### src/rtl/shift_seq_ctrl_pkg.sv
// Shared types for the multi-cycle EX-stage shift controller.
// SH_ROTR behaviour depends on the SHIFT_ROTATE_EN macro (see shift_step).
package shift_pkg;

    localparam int unsigned AMT_W = 5;

    typedef enum logic [1:0] {
        SH_SLL  = 2'b00,
        SH_SRL  = 2'b01,
        SH_SRA  = 2'b10,
        SH_ROTR = 2'b11
    } shift_op_e;

    typedef enum logic [1:0] {
        ST_IDLE,
        ST_LOAD,
        ST_SHIFT,
        ST_DONE
    } state_e;

endpackage

### src/rtl/shift_seq_ctrl_if.sv
// Request/response bundle between the EX stage and the shift controller.
interface shift_seq_ctrl_if #(
    parameter int unsigned W = 32
);
    logic         start;
    logic [1:0]   op;
    logic         var_sel;
    logic [W-1:0] rt_data;
    logic [W-1:0] amt_data;
    logic         flush;
    logic         m3;
    logic         busy;
    logic         done;
    logic [W-1:0] result;

    modport master (
        output start, op, var_sel, rt_data, amt_data, flush,
        input  m3, busy, done, result
    );

    modport slave (
        input  start, op, var_sel, rt_data, amt_data, flush,
        output m3, busy, done, result
    );
endinterface

### src/rtl/shift_seq_ctrl_shift_step.sv
// Combinational single-step shifter: moves work by n bits (n <= STEP).
// SHIFT_ROTATE_EN defined: SH_ROTR rotates right; otherwise SH_ROTR passes work through.
module shift_step
    import shift_pkg::*;
#(
    parameter int unsigned W = 32
) (
    input  logic [W-1:0]     work,
    input  logic [1:0]       op,
    input  logic [AMT_W-1:0] n,
    input  logic             sign,
    output logic [W-1:0]     next
);
    logic [W-1:0] fill;
    int unsigned  back;

    always_comb begin
        fill = sign ? ~({W{1'b1}} >> n) : '0;
        back = W - int'(n);
        case (shift_op_e'(op))
            SH_SLL:  next = work << n;
            SH_SRL:  next = work >> n;
            SH_SRA:  next = (work >> n) | fill;
`ifdef SHIFT_ROTATE_EN
            default: next = (work >> n) | (work << back);
`else
            default: next = work;
`endif
        endcase
    end
endmodule

### src/rtl/shift_seq_ctrl.sv
// Multi-cycle shift controller: drives the shift-amount mux select (m3), shifts up to
// STEP bits per cycle and reports busy/done. SHIFT_ROTATE_EN enables SH_ROTR rotation.
module shift_seq_ctrl
    import shift_pkg::*;
#(
    parameter int unsigned STEP = 1,
    parameter int unsigned W    = 32
) (
    input logic              clk,
    input logic              rst_n,
    shift_seq_ctrl_if.slave  io
);
    localparam logic [AMT_W-1:0] STEP_A = AMT_W'(STEP);

    state_e           state;
    logic [1:0]       op_q;
    logic [W-1:0]     work;
    logic [W-1:0]     step_out;
    logic [AMT_W-1:0] rem;
    logic [AMT_W-1:0] n;
    logic             sign;
    logic             m3_q, busy_q, done_q;
    logic [W-1:0]     result_q;
    logic             unused_amt_hi;

    assign unused_amt_hi = ^io.amt_data[W-1:AMT_W];
    assign n = (rem > STEP_A) ? STEP_A : rem;

    shift_step #(.W(W)) u_step (
        .work (work),
        .op   (op_q),
        .n    (n),
        .sign (sign),
        .next (step_out)
    );

    // result/done are loaded on the edge that enters ST_DONE so they are visible
    // during the DONE cycle itself; ST_DONE then only retires busy.
    always_ff @(posedge clk) begin
        if (!rst_n) begin
            state    <= ST_IDLE;
            op_q     <= SH_SLL;
            work     <= '0;
            rem      <= '0;
            sign     <= 1'b0;
            m3_q     <= 1'b0;
            busy_q   <= 1'b0;
            done_q   <= 1'b0;
            result_q <= '0;
        end else begin
            done_q <= 1'b0;
            if (io.flush && state != ST_IDLE) begin
                state  <= ST_IDLE;
                busy_q <= 1'b0;
            end else begin
                case (state)
                    ST_IDLE: begin
                        if (io.start && !io.flush) begin
                            op_q   <= io.op;
                            work   <= io.rt_data;
                            sign   <= io.rt_data[W-1];
                            m3_q   <= io.var_sel;
                            busy_q <= 1'b1;
                            state  <= ST_LOAD;
                        end
                    end
                    ST_LOAD: begin
                        rem <= io.amt_data[AMT_W-1:0];
                        if (io.amt_data[AMT_W-1:0] == '0) begin
                            result_q <= work;
                            done_q   <= 1'b1;
                            state    <= ST_DONE;
                        end else begin
                            state <= ST_SHIFT;
                        end
                    end
                    ST_SHIFT: begin
                        work <= step_out;
                        rem  <= rem - n;
                        if (rem == n) begin
                            result_q <= step_out;
                            done_q   <= 1'b1;
                            state    <= ST_DONE;
                        end
                    end
                    default: begin
                        busy_q <= 1'b0;
                        state  <= ST_IDLE;
                    end
                endcase
            end
        end
    end

    assign io.m3     = m3_q;
    assign io.busy   = busy_q;
    assign io.done   = done_q;
    assign io.result = result_q;
endmodule
### src/flat_wrapper.sv
// flat-port wrapper written by rule: the top's interface ports become plain ports
module shift_seq_ctrl_flat import shift_pkg::*;
#(
    parameter int unsigned STEP = 1,
    parameter int unsigned W    = 32
)
  (clk, rst_n, io_start, io_op, io_var_sel, io_rt_data, io_amt_data, io_flush, io_m3, io_busy, io_done, io_result);
  shift_seq_ctrl_if #(.W(W)) io_i ();
  input logic clk;
  input logic rst_n;
  input wire logic [$bits(io_i.start)-1:0] io_start;
  input wire logic [$bits(io_i.op)-1:0] io_op;
  input wire logic [$bits(io_i.var_sel)-1:0] io_var_sel;
  input wire logic [$bits(io_i.rt_data)-1:0] io_rt_data;
  input wire logic [$bits(io_i.amt_data)-1:0] io_amt_data;
  input wire logic [$bits(io_i.flush)-1:0] io_flush;
  output wire logic [$bits(io_i.m3)-1:0] io_m3;
  output wire logic [$bits(io_i.busy)-1:0] io_busy;
  output wire logic [$bits(io_i.done)-1:0] io_done;
  output wire logic [$bits(io_i.result)-1:0] io_result;
  assign io_i.start = io_start;
  assign io_i.op = io_op;
  assign io_i.var_sel = io_var_sel;
  assign io_i.rt_data = io_rt_data;
  assign io_i.amt_data = io_amt_data;
  assign io_i.flush = io_flush;
  assign io_m3 = io_i.m3;
  assign io_busy = io_i.busy;
  assign io_done = io_i.done;
  assign io_result = io_i.result;
  shift_seq_ctrl #(.STEP(STEP), .W(W)) u_core (.clk(clk), .rst_n(rst_n), .io(io_i));
endmodule
### config.mk
export PLATFORM = sky130hd
export DESIGN_NAME = shift_seq_ctrl_flat
export DESIGN_NICKNAME = d
export VERILOG_FILES = /design/src/rtl/shift_seq_ctrl_pkg.sv /design/src/rtl/shift_seq_ctrl_if.sv /design/src/rtl/shift_seq_ctrl_shift_step.sv /design/src/rtl/shift_seq_ctrl.sv /design/src/flat_wrapper.sv
export SDC_FILE = /design/constraint.sdc
export NUM_CORES = 1
export LEC_CHECK = 0
export BUFFER_PORTS_ARGS = -buffer_cell sky130_fd_sc_hd__buf_4
export CAP_MARGIN = 15
export CELL_PAD_IN_SITES_DETAIL_PLACEMENT = 2
export CELL_PAD_IN_SITES_GLOBAL_PLACEMENT = 2
export CORE_MARGIN = 5
export CORE_UTILIZATION = 38
export CTS_CLUSTER_DIAMETER = 150
export DETAILED_ROUTE_END_ITERATION = 10
export MAX_ROUTING_LAYER = met4
export PLACE_DENSITY_LB_ADDON = 0.1
export SLEW_MARGIN = 5
export SYNTH_ARGS = -nofsm -noshare
export SYNTH_HDL_FRONTEND = slang
export SYNTH_HIERARCHICAL = 1
export SYNTH_SLANG_ARGS = --single-unit
### constraint.sdc
create_clock -name clk -period 7.2 [get_ports clk]
set_input_delay 1.44 -clock clk [delete_from_list [all_inputs] [get_ports clk]]
set_output_delay 1.44 -clock clk [all_outputs]
set_load 0.01 [all_outputs]
After elaboration in Yosys (flattened, before gate mapping)

Cells that the tools add are included.

$lt $le $gt $ge: 1
Add/sub/neg operators: 1
Bitwise operators: 5
Reduce and logical (&&, ||, !) cells: 17
Equality and inequality tests: 8
Muxes and demuxes: 18
Shift-type cells: 3

Operator list:

| operator                | number |
|---|---|
| $mux W32                | 4 |
| $pmux W32 S2            | 2 |
| $pmux W32 S3            | 1 |
| $not A32 Y32            | 1 |
| $or A32 B32 Y32         | 1 |
| $shl A32 B5 Y32         | 1 |
| $shr A32 B5 Y32         | 1 |
| $shr A32 B5 Y32 const A | 1 |
| $pmux W5 S2             | 1 |
| $ne A2 B1 Y1 const B    | 3 |
| $pmux W2 S3             | 1 |
| $reduce_and A2 Y1       | 3 |
| $reduce_and A3 Y1       | 2 |
| $reduce_bool A2 Y1      | 3 |
| $eq A5 B5 Y1            | 1 |
| $gt A5 B1 Y1 const B    | 1 |
| $logic_not A5 Y1        | 1 |
| $mux W5                 | 1 |
| $sub A5 B5 Y5           | 1 |
| $eq A2 B1 Y1 const B    | 2 |
| $eq A2 B2 Y1 const B    | 2 |
| $logic_not A2 Y1        | 2 |
| $mux W1                 | 4 |
| $mux W2                 | 2 |
| 6 further kinds         | 11 |

Logic and storage cells: 62
Flip-flop bits (word level): 77
Output and inout port bits: 35

Logic depth before layout (Yosys ltp)

Word-level depth: 9
Gate-level depth with buffers: 16
Gate-level depth less buffers: 11

Hierarchy

The synthesis kept the hierarchy.

Modules (own cells, without submodules):

| module         | cells each | area each (um2) | times used |
|---|---|---|---|
| shift_step     | 690        | 4757.1          | 1 |
| shift_seq_ctrl | 408        | 3916.3          | 1 |

Least setup slack after synthesis

No wires, ideal clock.

Path kind: register to register
Start point: reg u_core.rem[2]
End point: reg u_core.result_q[1] (netlist: u_core/io.result[1])
Arrival: 2.721 ns
Path buffers: 5
Cell stages (with the launch flop): 15
Setup time: 0.120 ns
Setup slack: 4.360 ns
Cells stage by stage: dfxtp_1 nor3_1 nand2_1 buf_6 buf_4 buf_6 buf_2 buf_2 o211ai_1 o21ai_0 a2111oi_0 a21oi_1 mux2_2 nand2_1 mux2i_1

Cells in the longest elaborated chain, start to end: 9
Elaborated cells on any way between the ends: 14
Classes of those cells: order compare: 1; eq/ne: 2; shift: 3; mux: 5; bitwise: 2; reduce/logical: 1

RTL lines:

| element                      | RTL line                        | source |
|---|---|---|
| start: declaration           | shift_seq_ctrl.sv:19            | `logic [AMT_W-1:0] rem;` |
| start signal: assignment     | shift_seq_ctrl.sv:68            | `rem <= io.amt_data[AMT_W-1:0];` |
| start signal: assignment     | shift_seq_ctrl.sv:79            | `rem <= rem - n;` |
| $gt A5 B1 Y1 *               | shift_seq_ctrl.sv:27            | `assign n = (rem > STEP_A) ? STEP_A : rem;` |
| $mux W5 *                    | shift_seq_ctrl.sv:27            |  |
| named net u_core.n[0]        | shift_seq_ctrl.sv:20            | `logic [AMT_W-1:0] n;` |
| $shr A32 B5 Y32              | shift_seq_ctrl_shift_step.sv:18 | `fill = sign ? ~({W{1'b1}} >> n) : '0;` |
| $not A32 Y32                 | shift_seq_ctrl_shift_step.sv:18 |  |
| $mux W32                     | shift_seq_ctrl_shift_step.sv:18 |  |
| $or A32 B32 Y32              | shift_seq_ctrl_shift_step.sv:23 | `SH_SRA: next = (work >> n) \| fill;` |
| $pmux W32 S3 *               | shift_seq_ctrl_shift_step.sv:20 | `case (shift_op_e'(op))` |
| named net u_core.step_out[1] | shift_seq_ctrl.sv:18            | `logic [W-1:0] step_out;` |
| $mux W32 *                   | shift_seq_ctrl.sv:80            | `if (rem == n) begin` |
| $pmux W32 S2 *               | shift_seq_ctrl.sv:56            | `case (state)` |
| end signal: assignment       | shift_seq_ctrl.sv:70            | `result_q <= work;` |
| end signal: assignment       | shift_seq_ctrl.sv:81            | `result_q <= step_out;` |
| end: declaration             | shift_seq_ctrl.sv:23            | `logic [W-1:0] result_q;` |

Mark *: on every way through the listed nets, which the timed path passes. The rest lies on a longest branch. The select of a mux whose other input is x is not followed.
A chain may end at the register's enable or synchronous reset.

Worst setup path after layout

Start point: reg u_core.rem[2]
End point: reg u_core.result_q[31] (netlist: u_core/io.result[31])

Same word-level chain as after synthesis.

==> flow_summary.yaml <==
power_and_ir_drop:
  p_sw_mw: 1.726
  p_leak_nw: 4.104
  intPower_mw: 1.741
  finalPower_mw: 3.467
  peakVddDrop_v: 0.0003498
  seq_power_share_pct: 18.5
  power_density_nw_per_um2: 359.1
  p_comb_share_pct: 66.4
  swShare_pct: 49.78
  clkPwrFrac_pct: 15.1
sta:
  hold_viol: 0
  post-route-period-util_pct: 61.55
  setup_ws_ns: 2.768
  fmax_mhz: 225.7
  max_slew.worst_pin.slew_ns: 1.200
  setup_viol: 0
  min_period_ns: 4.432
  maxSlewViolCount: 0
  rsz0062_at_grt: "false"
  fin_setup_tns_ns: 0
  slew_headroom_pct: 17.94
  skew_ns: 0.01270
worst_setup_path:
  r2r_cells: 10
  r2r_end: "u_core/io.result[31]"
  cp.required_ns: 7.42
  cp-start-kind: "flop"
  crit_arrival_ns: 4.65
  rrSetupSlack_ns: 2.77
  crit_chain: "nor3_1 -> nand2_4 -> buf_4 -> nand2b_1 -> a21oi_1 -> a2111oi_0 -> a221oi_1 -> mux2_2 -> nand2_1 -> mux2i_1"
  path_class: "flop to flop"
  cp_top_family: "compound AO/OA/AOI/OAI gates"
  endpoint_kind: "flop"
  worst-path-max-fanout: 54
  slowest_stage: "a2111oi_0"
  max_stage_delay_ns: 1.01
  crit_buf_inv: 1
  regToRegStartpoint: "u_core/rem[2]"
synth:
  synth_fa_ha_area_share_pct: 0.7213
  ys_warn_count: 6
  yosys-top-cells-area: "dfxtp_1, mux2i_1, mux2_2, mux4_2, nand2_1"
  synth_xor_area_share_pct: 0
  asyncSetResetFlopFracSynth_pct: 0
  synth_mux_area_share_pct: 32.85
  synthDominantCellAreaShare_pct: 17.77
  syn_area_sq_um: 8673
  synth_top_cell_by_area: "dfxtp_1"
  synth_top_family_by_area: "multiplexers"
  synth-seq-area-share_pct: 17.77
  synth-compound-area-share_pct: 23.96
  synth_cell_types: 71
  syn_inst: 1098
  synth_common_cells: "nand2_1, mux2i_1, nor2_1, dfxtp_1, mux2_2"
  synth_top_flop_cell: "dfxtp_1"
  syn_area_per_cell_sq_um: 7.899
  yosysMostFrequentCell: "nand2_1"
  synth_seq_cells: 77
  synth-edff-count: 0
  yosys.area_share.simple_pct: 18.57
global_route:
  grt_first_pass_wirelength_mm: 62.52
  antenna_found_initial: 0
  overflow: 0
  grt_pass1_vias: 9760
  track_usage_pct: 32.14
  grt_max_degree: 108
run_status:
  status: "complete, no violations"
cts:
  clk_latency_ns: 0.35
  cts_buffers: 9
  clock_path_buffers: 2
  htreeDepth: 3
  clock-sinks: 77
  cts_root_buffer: "clkbuf_16"
  cts_setup_buffers: 0
  tritoncts: "yes"
  path_clk_slew_ns: 0.07
  cts_resized: 0
  cts_hold_buf: 0
cells_and_area:
  fillCellCount: 2581
  nets: 1185
  drive_above_1_share_pct: 21.27
  syn_to_final_growth_pct: 11.32
hold_path:
  whs_path_depth: 2
  hp-start: "u_core/io.result[19]"
  hold_class: "flop to flop"
  min_to: "u_core/io.result[19]"
run:
  maxCapViolCount: 0
placed_design:
  gp_congestion: 0.9809
  hpwlAfterDp_mm: 28.34
  io_buffers: 78
  pre_cts_ws_ns: 2.894
drt:
  postRouteAntennaNets: 0
  wl_per_cell_microns: 29.88
  routed-via-count: 9592
  route.detailed.drc: 0
  first_pass_iters: 5
  wl_mm: 41.84
  dr.first_iter.drc_count: 970
  viasPerCell: 6.851
floorplan:
  ios: 106
  coreArea_sq_um: 22570
  dieHeight_microns: 161.1
  rows: 55
  chipWidth_microns: 161.1
  initial_core_util_pct: 38.43
  dieArea_sq_um: 25950
-- cell families (layout without fill, tap and decap cells) --
family / Yosys count / after routing
AO/OA/AOI/OAI: 297 / 297
adder cells (fa/ha/maj): 5 / 5
buffers and inverters: 116 / 121
flip-flops: 77 / 77
multiplexers: 231 / 231
other: 1 / 13
AND/OR/NAND/NOR: 371 / 371
-- worst min-delay path, stage by stage (launching register included) --
cell	delay, ns
dfxtp_1	0.31
nand2_1	0.05
mux2i_1	0.05
-- through the flow --
step,cells,instance area (sq um),hold WS (ns),util (%)
6_report,1400,9656,0.4635,42.78
5_1_grt,1399,9653,0.4893,42.77
2_1_floorplan,1109,8715,0.4823,-
3_3_place_gp,1383,9325,0.4517,41.31
4_1_cts,1399,9653,0.4701,42.77
3_5_place_dp,1383,9325,0.4590,41.31
-- routing by layer --
metal / GRT usage, % / wire [microns]
met2: 49.52 / 18830
met1: 41.95 / 17630
met3: 4.823 / 3296
met5: - / 0
met4: 14.35 / 2078
-- registers in the layout, summed over array words and instances, names as in the netlist --
signal and count:
u_core/io.m3 1, u_core/state 2, u_core/work 32, u_core/rem 5
u_core/op_q 2, u_core/sign 1, u_core/io.busy 1, u_core/io.done 1
u_core/io.result 32
-- worst max-delay path by stage --
stage,slack (ns),startpoint,depth (start not counted),to
after floorplan,4.36,u_core/rem[2],14,u_core/io.result[1]
after global placement,3.00,u_core/rem[2],10,u_core/io.result[5]
after detailed placement,2.89,u_core/rem[2],11,u_core/io.result[15]
after CTS,2.88,u_core/rem[2],11,u_core/io.result[15]
after global routing,2.58,u_core/rem[2],10,u_core/io.result[5]
final,2.77,u_core/rem[2],10,u_core/io.result[31]
-- layout make-up --
class	count	area, sq um	share of cell area [%]
antenna	1	2.502	0.02592
clock buffer	9	225.2	2.333
sequential	77	1541	15.96
inverter	10	37.54	0.3888
timing repair buffer	95	713.2	7.386
clock inverter	7	102.6	1.063
tap	285	356.6	3.693
multi-input combinational	916	6676	69.15
-- power by group through the flow --
| stage | clock (mW) | sequential (mW) | combinational, mW |
|---|---|---|---|
| floorplan | 0 | 0.574 | 1.73 |
| global placement | 0 | 0.638 | 2.14 |
| detailed placement | 0 | 0.641 | 2.18 |
| CTS | 0.539 | 0.634 | 2.20 |
| global route | 0.558 | 0.646 | 2.43 |
| finish | 0.525 | 0.641 | 2.30 |
-- placed cells by master (no fill, tap or decap), drive strengths merged, types with 6 or more instances in the layout --
cell type,instances
mux2i,123
nor3,21
o22ai,16
a21oi,66
a31oi,11
nand3,13
nand2,185
and3,6
conb,12
o32ai,9
mux2,73
a211oi,8
a2111oi,9
o21ai,60
mux4,35
and2,7
o211ai,12
nor2,93
inv,12
clkbuf,9
dfxtp,77
buf,95
a22oi,6
nor2b,17
nand2b,13
o31ai,10
o211a,33
a221oi,6
(Power assumes the default switching activity.)
